$ cat config.mk
export PLATFORM = sky130hd
export DESIGN_NAME = instruction_memory_loader
export DESIGN_NICKNAME = d
export VERILOG_FILES = /design/src/rtl/loader_pkg.sv /design/src/rtl/byte_to_word_assembler.sv /design/src/rtl/instruction_memory_loader.sv
export SDC_FILE = /design/constraint.sdc
export NUM_CORES = 1
export LEC_CHECK = 0
export CELL_PAD_IN_SITES_DETAIL_PLACEMENT = 1
export CELL_PAD_IN_SITES_GLOBAL_PLACEMENT = 1
export CORE_UTILIZATION = 42
export CTS_CLUSTER_DIAMETER = 150
export DETAILED_ROUTE_END_ITERATION = 8
export PLACE_DENSITY = 0.81
export SYNTH_ARGS = -nofsm -noshare
export SYNTH_HDL_FRONTEND = slang
export SYNTH_SLANG_ARGS = --single-unit
$ cat constraint.sdc
create_clock -name clock -period 7.66 [get_ports clock]
set_input_delay 2.298 -clock clock [delete_from_list [all_inputs] [get_ports clock]]
set_output_delay 2.298 -clock clock [all_outputs]
set_load 0.05 [all_outputs]
$ cat src/rtl/loader_pkg.sv
// Shared types and widths for the instruction-memory boot loader.
package loader_pkg;

  typedef enum logic [2:0] {
    ST_COUNT,
    ST_LOAD,
    ST_CHECKSUM,
    ST_DONE,
    ST_ERROR
  } state_t;

  localparam int BYTE_POS_W = 2;
  localparam int CHECKSUM_W = 8;

endpackage

$ cat src/rtl/byte_to_word_assembler.sv
// Collects four accepted bytes into a little-endian word and pulses on the fourth.
module byte_to_word_assembler
  import loader_pkg::*;
(
  input  logic        clock,
  input  logic        reset,
  input  logic        i_accept,
  input  logic [7:0]  i_byte,
  output logic [31:0] o_word,
  output logic        o_complete
);

  logic [BYTE_POS_W-1:0] r_pos;
  logic [23:0]           r_shift;

  // Only the three earlier bytes are stored; the fourth is taken straight from the input.
  always_ff @(posedge clock or posedge reset) begin
    if (reset) begin
      r_pos   <= '0;
      r_shift <= '0;
    end else if (i_accept) begin
      r_pos   <= r_pos + 1'b1;
      r_shift <= {i_byte, r_shift[23:8]};
    end
  end

  assign o_word     = {i_byte, r_shift};
  assign o_complete = i_accept && (r_pos == 2'd3);

endmodule

$ cat src/rtl/instruction_memory_loader.sv
// Boot-time loader: framed byte stream -> instruction-memory writes, holds the core until verified.
module instruction_memory_loader
  import loader_pkg::*;
#(
  parameter logic [31:0] BASE_ADDRESS   = 32'h0000_0000,
  parameter int          MAX_WORDS      = 256,
  parameter int          TIMEOUT_CYCLES = 1024
) (
  input  logic        clock,
  input  logic        reset,
  input  logic        byteValid,
  input  logic [7:0]  byteData,
  output logic        byteReady,
  output logic        imemWriteEnable,
  output logic [31:0] imemWriteAddress,
  output logic [31:0] imemWriteData,
  output logic        cpuHold,
  output logic        loadDone,
  output logic        loadError
);

  localparam logic [31:0] MAX_WORDS_L = 32'(MAX_WORDS);
  localparam logic [31:0] IDLE_LAST   = 32'(TIMEOUT_CYCLES - 1);

  state_t                r_state;
  state_t                w_next;
  logic                  r_armed;
  logic                  r_started;
  logic [31:0]           r_idle;
  logic [31:0]           r_count;
  logic [31:0]           r_word_idx;
  logic [CHECKSUM_W-1:0] r_csum;
  logic                  r_we;
  logic [31:0]           r_waddr;
  logic [31:0]           r_wdata;

  logic                  w_active;
  logic                  w_byte_ready;
  logic                  w_done;
  logic                  w_error;
  logic                  w_accept;
  logic [31:0]           w_word;
  logic                  w_word_complete;
  logic                  w_timeout;
  logic                  w_last_word;

  assign w_active    = (r_state == ST_COUNT) || (r_state == ST_LOAD) ||
                       (r_state == ST_CHECKSUM);
  assign w_accept    = byteValid && w_byte_ready;
  assign w_timeout   = r_started && w_active && !w_accept && (r_idle == IDLE_LAST);
  assign w_last_word = (r_word_idx == (r_count - 32'd1));

  byte_to_word_assembler u_assembler (
    .clock      (clock),
    .reset      (reset),
    .i_accept   (w_accept && (r_state != ST_CHECKSUM)),
    .i_byte     (byteData),
    .o_word     (w_word),
    .o_complete (w_word_complete)
  );

  always_ff @(posedge clock or posedge reset) begin
    if (reset) r_state <= ST_COUNT;
    else       r_state <= w_next;
  end

  always_comb begin
    w_next = r_state;
    case (r_state)
      ST_COUNT: begin
        if (w_word_complete)
          w_next = ((w_word == 32'd0) || (w_word > MAX_WORDS_L)) ? ST_ERROR : ST_LOAD;
      end
      ST_LOAD: begin
        if (w_word_complete && w_last_word) w_next = ST_CHECKSUM;
      end
      ST_CHECKSUM: begin
        if (w_accept) w_next = (byteData == r_csum) ? ST_DONE : ST_ERROR;
      end
      default: w_next = r_state;
    endcase
    if (w_timeout) w_next = ST_ERROR;
  end

  // r_armed keeps byteReady low for the first clock out of reset.
  always_comb begin
    w_byte_ready = r_armed && w_active;
    w_done       = (r_state == ST_DONE);
    w_error      = (r_state == ST_ERROR);
  end

  always_ff @(posedge clock or posedge reset) begin
    if (reset) begin
      r_armed    <= 1'b0;
      r_started  <= 1'b0;
      r_idle     <= '0;
      r_count    <= '0;
      r_word_idx <= '0;
      r_csum     <= '0;
      r_we       <= 1'b0;
      r_waddr    <= '0;
      r_wdata    <= '0;
    end else begin
      r_armed <= 1'b1;
      r_we    <= 1'b0;
      if (w_accept) begin
        r_started <= 1'b1;
        r_idle    <= '0;
      end else if (r_started && w_active) begin
        r_idle <= r_idle + 32'd1;
      end
      if ((r_state == ST_COUNT) && w_word_complete) begin
        r_count    <= w_word;
        r_word_idx <= '0;
      end
      if ((r_state == ST_LOAD) && w_accept) r_csum <= r_csum ^ byteData;
      if ((r_state == ST_LOAD) && w_word_complete) begin
        r_we       <= 1'b1;
        r_waddr    <= BASE_ADDRESS + {r_word_idx[29:0], 2'b00};
        r_wdata    <= w_word;
        r_word_idx <= r_word_idx + 32'd1;
      end
    end
  end

  assign byteReady        = w_byte_ready;
  assign imemWriteEnable  = r_we;
  assign imemWriteAddress = r_waddr;
  assign imemWriteData    = r_wdata;
  assign loadDone         = w_done;
  assign loadError        = w_error;
  assign cpuHold          = !w_done;

endmodule

==> impl_results.md <==
* Hold slack at 493 ps
* WP data required at 7980 ps
* Crit end category: flip-flop
* Combinational Power Share at between 20 and 30%
* CP max FO at 33
* Die height at 152 um
* Synth Flop Type: dfrtp_1
* Setup Skew at about 15 ps
* Root Driver: clkbuf_16
* GR Util All Layers at 20.5%
* Power share of the clock group at 27.7%
* Tightest Pin Transition at 1060 ps
* RSZ-0062 raised after global routing: false
* Worst rel slew slack at 29.5%
* Clock latency on the worst-skew pair at 440 ps
* Final Max Slew Viols at 0
* Antenna violations before repair at 0
* CTS tree: done
* WL final at 22600 um
* Avg Cell Area, Syn at between 10 and 15 um2
* Total power at 3.28 mW
* Worst VDD drop at 0.000254 V
* Fmax at about 200 MHz
* Via count at 6701
* Drt wl/cell at 19.0 um
* Nets at between 900 and 1000
* Number of synthesized flops with an enable pin at 0
* Io pins at 80
* Part of the power in registers at 42.5%
* CTS H-tree depth at 4
* P_int at roughly 2.1 mW
* Sink Count at 198
* Minimum clock period at between 4000 and 5000 ps
* Status: completed
* Final Wtd Congestion at 0.793
* P_sw at 1.20 mW
* Hold Crit Class: flip-flop to flip-flop
* Sw Share at ~37%
* Die X-Extent at 152 um
* Synth Cell Area at 9510 um2
* Crit start category: input pin
* PnR worst setup slack at 2770 ps
* Placed cell area at 10500 um2
* Postcts setup bufs at 0
* Leak at 4.87 nW
* WS Path Type: input pin to flip-flop
* Gr ovfl total at 0
* Buffers on Ports at 77
* Initial Util at 43.2%
* Drt first-iter violations at around 370
* Worst-path clk slew at 80 ps
* Antenna Cells at 0
* First-pass GRT wire length at ~38000 um
* Period utilisation layout at 63.9%
* Final ANT Viol Nets at 0
* DP HPWL at ~15000 um
* Fin. Hold Viols at 0
* Pin count of the biggest net entering global routing at 191
* DRC at 0
* Post-Synthesis Cells at between 800 and 900
* Layout cells sized above 1 at between 10% and 20%
* Num CTS Buffers at 17
* Setup TNS at 0 ps
* Number of global-route vias before repair at 7044
* Post-synthesis async set-or-reset flop share at 100%
* Die ar. at 23200 um2
* Worst path arrival time at 5220 ps
* Max Cap Viol at 0
* Design Area, Final at about 11000 um2
* Core area at 22000 um2
* Yosys cell types at 62
* Register area share after synthesis at 52.1%
* DP Worst Slack at 2320 ps
* Drt first pass iters at 7
* Ys Warns at 0
* FF+latch count, synth at 198
* Cells resized by post-CTS repair at 0
* Site row count at 54
* Final setup violating endpoints at 0
* Number of vias per cell at 5.63
* Clock buffer depth at 2
* Area grow syn2layout at 16.9%
* PD cells at a little under 300 nW/um2
* Post-CTS Hold Buffers at 0
worst max-delay path, stage by stage:
cell             delay (ps)
clkdlybuf4s50_1         500
nand2_1                 100
nor3_4                  100
buf_4                   360
nand2_1                 170
or4_2                   960
buf_4                   400
mux2_2                  310
registers in the layout, summed over array words and instances (netlist names):
name,count
imemWriteAddress,30
imemWriteData,32
u_assembler.r_pos,2
r_started,1
imemWriteEnable,1
r_idle,32
u_assembler.r_shift,24
r_state,3
r_word_idx,32
r_armed,1
r_count,32
r_csum,8
path summary, 6_finish.rpt:
check / from / to / slack [ps] / cells after the start
setup / recovery: byteValid / r_count[8] / 2770 / 8
hold / removal: u_assembler.r_pos[0] / u_assembler.r_pos[0] / 490 / 1
setup reg to reg: r_state[1] / r_word_idx[31] / 4140 / 8
hold reg to reg: u_assembler.r_pos[0] / u_assembler.r_pos[0] / 490 / 1
max in group asynchronous: reset / r_word_idx[16] / 4220 / 3
min in group asynchronous: reset / imemWriteData[26] / 2130 / 2
power by group through the flow:
stage | Clock, mW | Sequential (mW) | Combinational [mW]
floorplan | 0 | 1.68 | 0.374
global placement | 0 | 1.40 | 0.961
detailed placement | 0 | 1.42 | 0.981
CTS | 0.930 | 1.40 | 0.991
global route | 0.965 | 1.42 | 1.04
finish | 0.910 | 1.39 | 0.979
layout by cell type (no fill, tap or decap), types with 5 or more instances in the layout:
master and count:
dfrtp_1 198, mux2_2 120, clkdlybuf4s50_1 77, nand2_1 68
nor2_1 46, xnor2_1 45, nand3_1 38, xor2_1 38
o21ai_0 25, nor3_1 18, nand4_1 17, clkbuf_16 17
a21oi_1 16, nor4_1 16, inv_1 15, or3_1 13
mux2i_1 13, and3_1 11, o31ai_1 10, o211ai_1 10
and2_1 6, inv_8 5
cells by family after synthesis:
logic type | after synthesis | synth area share, %
and+or+nand+nor | 279 | 16.1
DFF | 198 | 52.1
muxes | 133 | 15.6
xor gates and xnor gates | 83 | 7.65
AOI/OAI and AO/OA | 82 | 5.50
buffers and inverters | 56 | 2.40
adders and majority gates | 4 | 0.527
other | 2 | 0.0790
through the flow:
step | util, % | instances
finish | 50.4 | 1191
detailed placement | 47.8 | 1160
global route | 50.4 | 1191
CTS | 50.4 | 1191
floorplan | - | 838
global placement | 47.8 | 1160
metal layers:
metal	track usage, %	up-vias	routed length, um
met5	0	-	0
met4	5.92	0	286
met3	3.13	23	653
met2	34.4	97	11100
met1	27.6	3475	10500
li1	-	3106	-
cell type report:
type	instances	area, um2
fill	2340	10900
inverter	16	63.8
clock buffer	17	425
timing repair buffer	82	821
tap	280	350
clock inverter	14	159
sequential	198	4950
multi-input combinational	584	4340
cell usage after synthesis (7+ instances only):
cell type | count | area (um2)
a21oi_1 | 16 | 80.1
and2_1 | 7 | 43.8
and3_1 | 11 | 68.8
clkbuf_1 | 35 | 131
dfrtp_1 | 198 | 4950
inv_1 | 16 | 60.1
mux2_2 | 120 | 1350
mux2i_1 | 13 | 130
nand2_1 | 68 | 255
nand3_1 | 38 | 190
nand4_1 | 17 | 106
nor2_1 | 46 | 173
nor3_1 | 18 | 90.1
nor4_1 | 16 | 100
o211ai_1 | 10 | 75.1
o21ai_0 | 25 | 125
o31ai_1 | 10 | 75.1
or3_1 | 13 | 81.3
xnor2_1 | 45 | 394
xor2_1 | 38 | 333
Power figures use the tool's default switching activity.
